$ cat config.mk
export PLATFORM = sky130hd
export DESIGN_NAME = alarm_ctrl
export DESIGN_NICKNAME = d
export VERILOG_FILES = /design/src/rtl/alarm_ctrl.sv
export SDC_FILE = /design/constraint.sdc
export NUM_CORES = 1
export LEC_CHECK = 0
export BUFFER_PORTS_ARGS = -buffer_cell sky130_fd_sc_hd__buf_2
export CAP_MARGIN = 0
export CORE_ASPECT_RATIO = 1.5
export CORE_MARGIN = 5
export CORE_UTILIZATION = 32
export CTS_CLUSTER_DIAMETER = 100
export DETAILED_ROUTE_END_ITERATION = 16
export GPL_ROUTABILITY_DRIVEN = 0
export GPL_TIMING_DRIVEN = 0
export SETUP_SLACK_MARGIN = 0.15
export SYNTH_ARGS = -nofsm -noshare
export SYNTH_HDL_FRONTEND = slang
export SYNTH_SLANG_ARGS = --single-unit
$ cat constraint.sdc
create_clock -name clk -period 2.3 [get_ports clk]
set_input_delay 0.115 -clock clk [delete_from_list [all_inputs] [get_ports clk]]
set_output_delay 0.115 -clock clk [all_outputs]
set_load 0.02 [all_outputs]
$ cat src/rtl/alarm_ctrl.sv
// Clocked alarm supervisor: away/stay arming, tick-driven exit/entry delays,
// a latched alarm that only disarm clears, and sticky per-zone trip capture.
module alarm_ctrl #(
    parameter int unsigned N_DOORS     = 2,
    parameter int unsigned N_WINDOWS   = 3,
    parameter int unsigned EXIT_DELAY  = 8,
    parameter int unsigned ENTRY_DELAY = 8
) (
    input  logic                           clk,
    input  logic                           rst_n,
    input  logic                           tick,
    input  logic                           arm,
    input  logic                           stay,
    input  logic                           disarm,
    input  logic [N_DOORS-1:0]             doors,
    input  logic [N_WINDOWS-1:0]           windows,
    output logic                           secure,
    output logic                           alarm,
    output logic                           pending,
    output logic [2:0]                     state,
    output logic [N_DOORS+N_WINDOWS-1:0]   zone_trip
);

    localparam int unsigned NZ      = N_DOORS + N_WINDOWS;
    localparam int unsigned MAX_DLY = (EXIT_DELAY > ENTRY_DELAY) ? EXIT_DELAY : ENTRY_DELAY;
    localparam int unsigned CW      = $clog2(MAX_DLY + 1);
    localparam logic [CW-1:0] EXIT_LD  = CW'(EXIT_DELAY);
    localparam logic [CW-1:0] ENTRY_LD = CW'(ENTRY_DELAY);
    localparam logic [CW-1:0] CNT_ONE  = CW'(1);

    typedef enum logic [2:0] {
        S_DISARMED  = 3'd0,
        S_EXIT_DLY  = 3'd1,
        S_ARMED     = 3'd2,
        S_ENTRY_DLY = 3'd3,
        S_ALARM     = 3'd4
    } state_t;

    state_t          st_q, st_d;
    logic            mode_q, mode_d;   // 1 = stay, 0 = away
    logic [CW-1:0]   cnt_q, cnt_d;
    logic [NZ-1:0]   trip_q, trip_d;
    logic [NZ-1:0]   win_z, all_z;
    logic            win_any, door_any;

    always_comb begin
        win_z    = {{N_DOORS{1'b0}}, windows};
        all_z    = {doors, windows};
        win_any  = |windows;
        door_any = |doors;
    end

    always_comb begin
        st_d   = st_q;
        mode_d = mode_q;
        cnt_d  = cnt_q;
        trip_d = trip_q;
        if (disarm) begin
            st_d  = S_DISARMED;
            cnt_d = '0;
        end else begin
            case (st_q)
                S_DISARMED: begin
                    if (arm) begin
                        trip_d = '0;
                        mode_d = stay;
                        if (stay) begin
                            st_d = S_ARMED;
                        end else begin
                            st_d  = S_EXIT_DLY;
                            cnt_d = EXIT_LD;
                        end
                    end
                end
                S_EXIT_DLY: begin
                    if (win_any) begin
                        trip_d = trip_q | win_z;
                        st_d   = S_ALARM;
                    end else if (tick) begin
                        cnt_d = cnt_q - CNT_ONE;
                        if (cnt_q == CNT_ONE) st_d = S_ARMED;
                    end
                end
                S_ARMED: begin
                    if (win_any || (mode_q && door_any)) begin
                        trip_d = trip_q | all_z;
                        st_d   = S_ALARM;
                    end else if (door_any) begin
                        trip_d = trip_q | all_z;
                        cnt_d  = ENTRY_LD;
                        st_d   = S_ENTRY_DLY;
                    end
                end
                S_ENTRY_DLY: begin
                    trip_d = trip_q | all_z;
                    if (win_any) begin
                        st_d = S_ALARM;
                    end else if (tick) begin
                        cnt_d = cnt_q - CNT_ONE;
                        if (cnt_q == CNT_ONE) st_d = S_ALARM;
                    end
                end
                S_ALARM: begin
                    trip_d = trip_q | all_z;
                end
                default: begin
                    st_d  = S_DISARMED;
                    cnt_d = '0;
                end
            endcase
        end
    end

    // Status flags are registered from the next state so they never glitch.
    always_ff @(posedge clk or negedge rst_n) begin
        if (!rst_n) begin
            st_q    <= S_DISARMED;
            mode_q  <= 1'b0;
            cnt_q   <= '0;
            trip_q  <= '0;
            secure  <= 1'b0;
            alarm   <= 1'b0;
            pending <= 1'b0;
        end else begin
            st_q    <= st_d;
            mode_q  <= mode_d;
            cnt_q   <= cnt_d;
            trip_q  <= trip_d;
            secure  <= (st_d == S_ARMED);
            alarm   <= (st_d == S_ALARM);
            pending <= (st_d == S_EXIT_DLY) || (st_d == S_ENTRY_DLY);
        end
    end

    assign state     = st_q;
    assign zone_trip = trip_q;

endmodule

==> results.sh <==
export IMPL_hold_ws_ps=128
export IMPL_place_area_mm2=0.00107
export IMPL_power_total_mw=0.819
export IMPL_tritoncts="done"
export IMPL_finalCritPeriodShare_pct=83.4
export IMPL_max_freq_mhz=521
export IMPL_ys_ff_latch=16
export IMPL_outcome="complete, no violations"
export IMPL_yosysTopAreaCell="dfrtp_1"
export IMPL_cp_slowest_cell="or4b_2"
export IMPL_grt_pass1_vias=883
export IMPL_cts_sinks=16
export IMPL_antenna_cells=0
export IMPL_cts_max_level=1
export IMPL_ys_flop_type="dfrtp_1"
export IMPL_slew_violations=0
export IMPL_critPathKind="flip-flop to flip-flop"
export IMPL_port_buffers=20
export IMPL_period_needed_ps=1920
export IMPL_ctsRootBufferMaster="clkbuf_8"
export IMPL_hold_violations=0
export IMPL_grt_overflow=0
export IMPL_path_cells="buf_6, or4b_2, nor2_1, mux2_2"
export IMPL_max_slew_margin_rel_pct=50.3
export IMPL_r2r_start="state[0]"
export IMPL_ios=22
export IMPL_dp_cells=155
export IMPL_die_w_um=53.9
export IMPL_crit_start="state[0]"
export IMPL_initial_core_util_pct=32.4
export IMPL_drt_iter0_markers=27
export IMPL_clk_latency_ps=250
export IMPL_synth_distinct_cells=40
export IMPL_drt_first_pass_iters=4
export IMPL_rsz0062_at_grt="false"
export IMPL_syn_area_um2=925
export IMPL_cp_max_fo=10
export IMPL_die_h_um=75.8
export IMPL_ys_seq_area_share_pct=43.3
export IMPL_clk_pin_slew_worst_paths_ps=60
export IMPL_routedWlPerCell_um=14.8
export IMPL_setup_viol=0
export IMPL_regArea_um2=400
export IMPL_nets=135
export IMPL_grt_pass1_wl_um=3820
export IMPL_grt_antenna_before_repair=0
export IMPL_grt_use_total_pct=12.7
export IMPL_setup_worst_path_start_class="flip-flop"
export IMPL_fin_tns_setup_ps=0
export IMPL_required_ps=2440
export IMPL_dp_hpwl_um=1830
export IMPL_maxCapViolations=0
export IMPL_cts_made_buffers=3
export IMPL_hold_class="primary input to flip-flop"
export IMPL_async_flop_share_pct=100
export IMPL_dp_slack_ps=385
export IMPL_fin_area_mm2=0.00114
export IMPL_vias=882
export IMPL_synth_enable_flop_cells=0
export IMPL_cts_resized=0
export IMPL_num_rows=24
export IMPL_die_area_mm2=0.00409
export IMPL_drt_wl_total_um=2360
export IMPL_core_mm2=0.00285
export IMPL_ant_nets=0
export IMPL_tightest_slew_ps=738
export IMPL_leakagePower_nw=0.550
export IMPL_fin_ws_ps=381
export IMPL_drc=0
export IMPL_cp_arrival_ps=2050
export IMPL_cts_max_path_buffers=2
export IMPL_hp_start="windows[0]"
export IMPL_multiInputGateArea_um2=473
export IMPL_crit_family="simple AND/OR/NAND/NOR gates"
export IMPL_viasPerCell=5.51
export IMPL_num_fill_cells=302
export IMPL_stdcell_count=160
export IMPL_synthToLayoutAreaGrowth_pct=23.1
export IMPL_synth_nets=109
export IMPL_slowest_delay_ps=690
export IMPL_synth_top_cell_area_share_pct=43.3
export IMPL_finClkSkew_ps=3.66
export IMPL_fin_util_pct=39.9
export IMPL_avgSynthCellArea_um2=9.63
export IMPL_drive_above_1_share_pct=29.8
export IMPL_ys_top_cells_by_area="dfrtp_1, a31oi_1, o21ai_0"
export IMPL_powerDensity_mw_per_mm2=719
export IMPL_ys_warn_count=0
export IMPL_crit_buf_inv=1
export IMPL_grt_max_degree=17
export IMPL_ir_drop_uv=328
export IMPL_crit_path_end_kind="flip-flop"
export IMPL_netlist_instances=96
sequential cells by signal, indices dropped and copies added (netlist names):
name,cells
alarm,1
cnt_q,4
mode_q,1
pending,1
secure,1
state,3
zone_trip,5
cell usage after synthesis, types with 2 or more instances:
master / instances
nor2_1: 7
or3_1: 2
o21ai_0: 6
a31oi_1: 6
buf_2: 2
nand2_1: 6
and2_1: 2
or3b_2: 2
inv_1: 8
o21bai_1: 2
nor4_1: 2
a21oi_1: 5
dfrtp_1: 16
ha_1: 2
nor3_1: 2
o31ai_1: 2
layout by cell type, fill, tap and decap left out, types with 2 or more instances in the layout:
master / n
clkbuf_8: 4
a31oi_1: 6
and2_1: 2
buf_2: 22
nor3_1: 2
dfrtp_1: 16
nor4_1: 2
inv_1: 8
ha_1: 2
or3_1: 2
o21ai_0: 6
nor2_1: 7
a21oi_1: 5
o31ai_1: 2
nand2_1: 6
or3b_2: 2
o21bai_1: 2
logic make-up (layout without fill, tap and decap cells):
logic type	count (synthesis)	in the layout	share of synthesized area, %
xor gates and xnor gates	1	1	0.947
buffers and inverters	11	36	5.55
and+or+nand+nor	33	33	21.7
adders and majority gates	2	2	2.71
AOI/OAI and AO/OA	31	31	23.5
DFF	16	16	43.3
muxes	2	2	2.30
routing by layer:
layer  wire, um  part of all wire [%]  track usage [%]  vias to the layer above
li1           -                     -                -                      409
met1        953                    40             14.7                      433
met2       1220                    52             21.7                       31
met3        132                   5.6             2.94                        9
met4         58                   2.5             5.97                        0
met5          0                     0                0                        -
path summary, 6_finish.rpt:
path	endpoint	slack, ps	cells past startpoint
max	mode_q	380	4
min	zone_trip[0]	130	2
max reg2reg	mode_q	380	4
min reg2reg	zone_trip[3]	500	2
max in group asynchronous	zone_trip[0]	1700	2
min in group asynchronous	cnt_q[2]	320	2
repair_timing:
| action | 4_1_cts | 5_1_grt |
|---|---|---|
| hold buffers | 1 | 0 |
| endpoints found under the hold margin | 16 | 0 |
| buffers inserted | 0 | 0 |
where the power goes:
group | total (mW) | leakage [nW] | internal [mW] | switching [mW]
Clock | 0.244 | 0.0288 | 0.152 | 0.0927
Sequential | 0.347 | 0.210 | 0.320 | 0.0265
Combinational | 0.228 | 0.311 | 0.0929 | 0.135
cell type report:
class / count / share of cell area (%)
timing repair buffer: 21 / 9.67
clock buffer: 4 / 4.84
multi-input combinational: 69 / 41.5
sequential: 16 / 35.2
inverter: 8 / 2.64
buffer: 3 / 1.87
tap: 39 / 4.29
(Power assumes the default switching activity.)
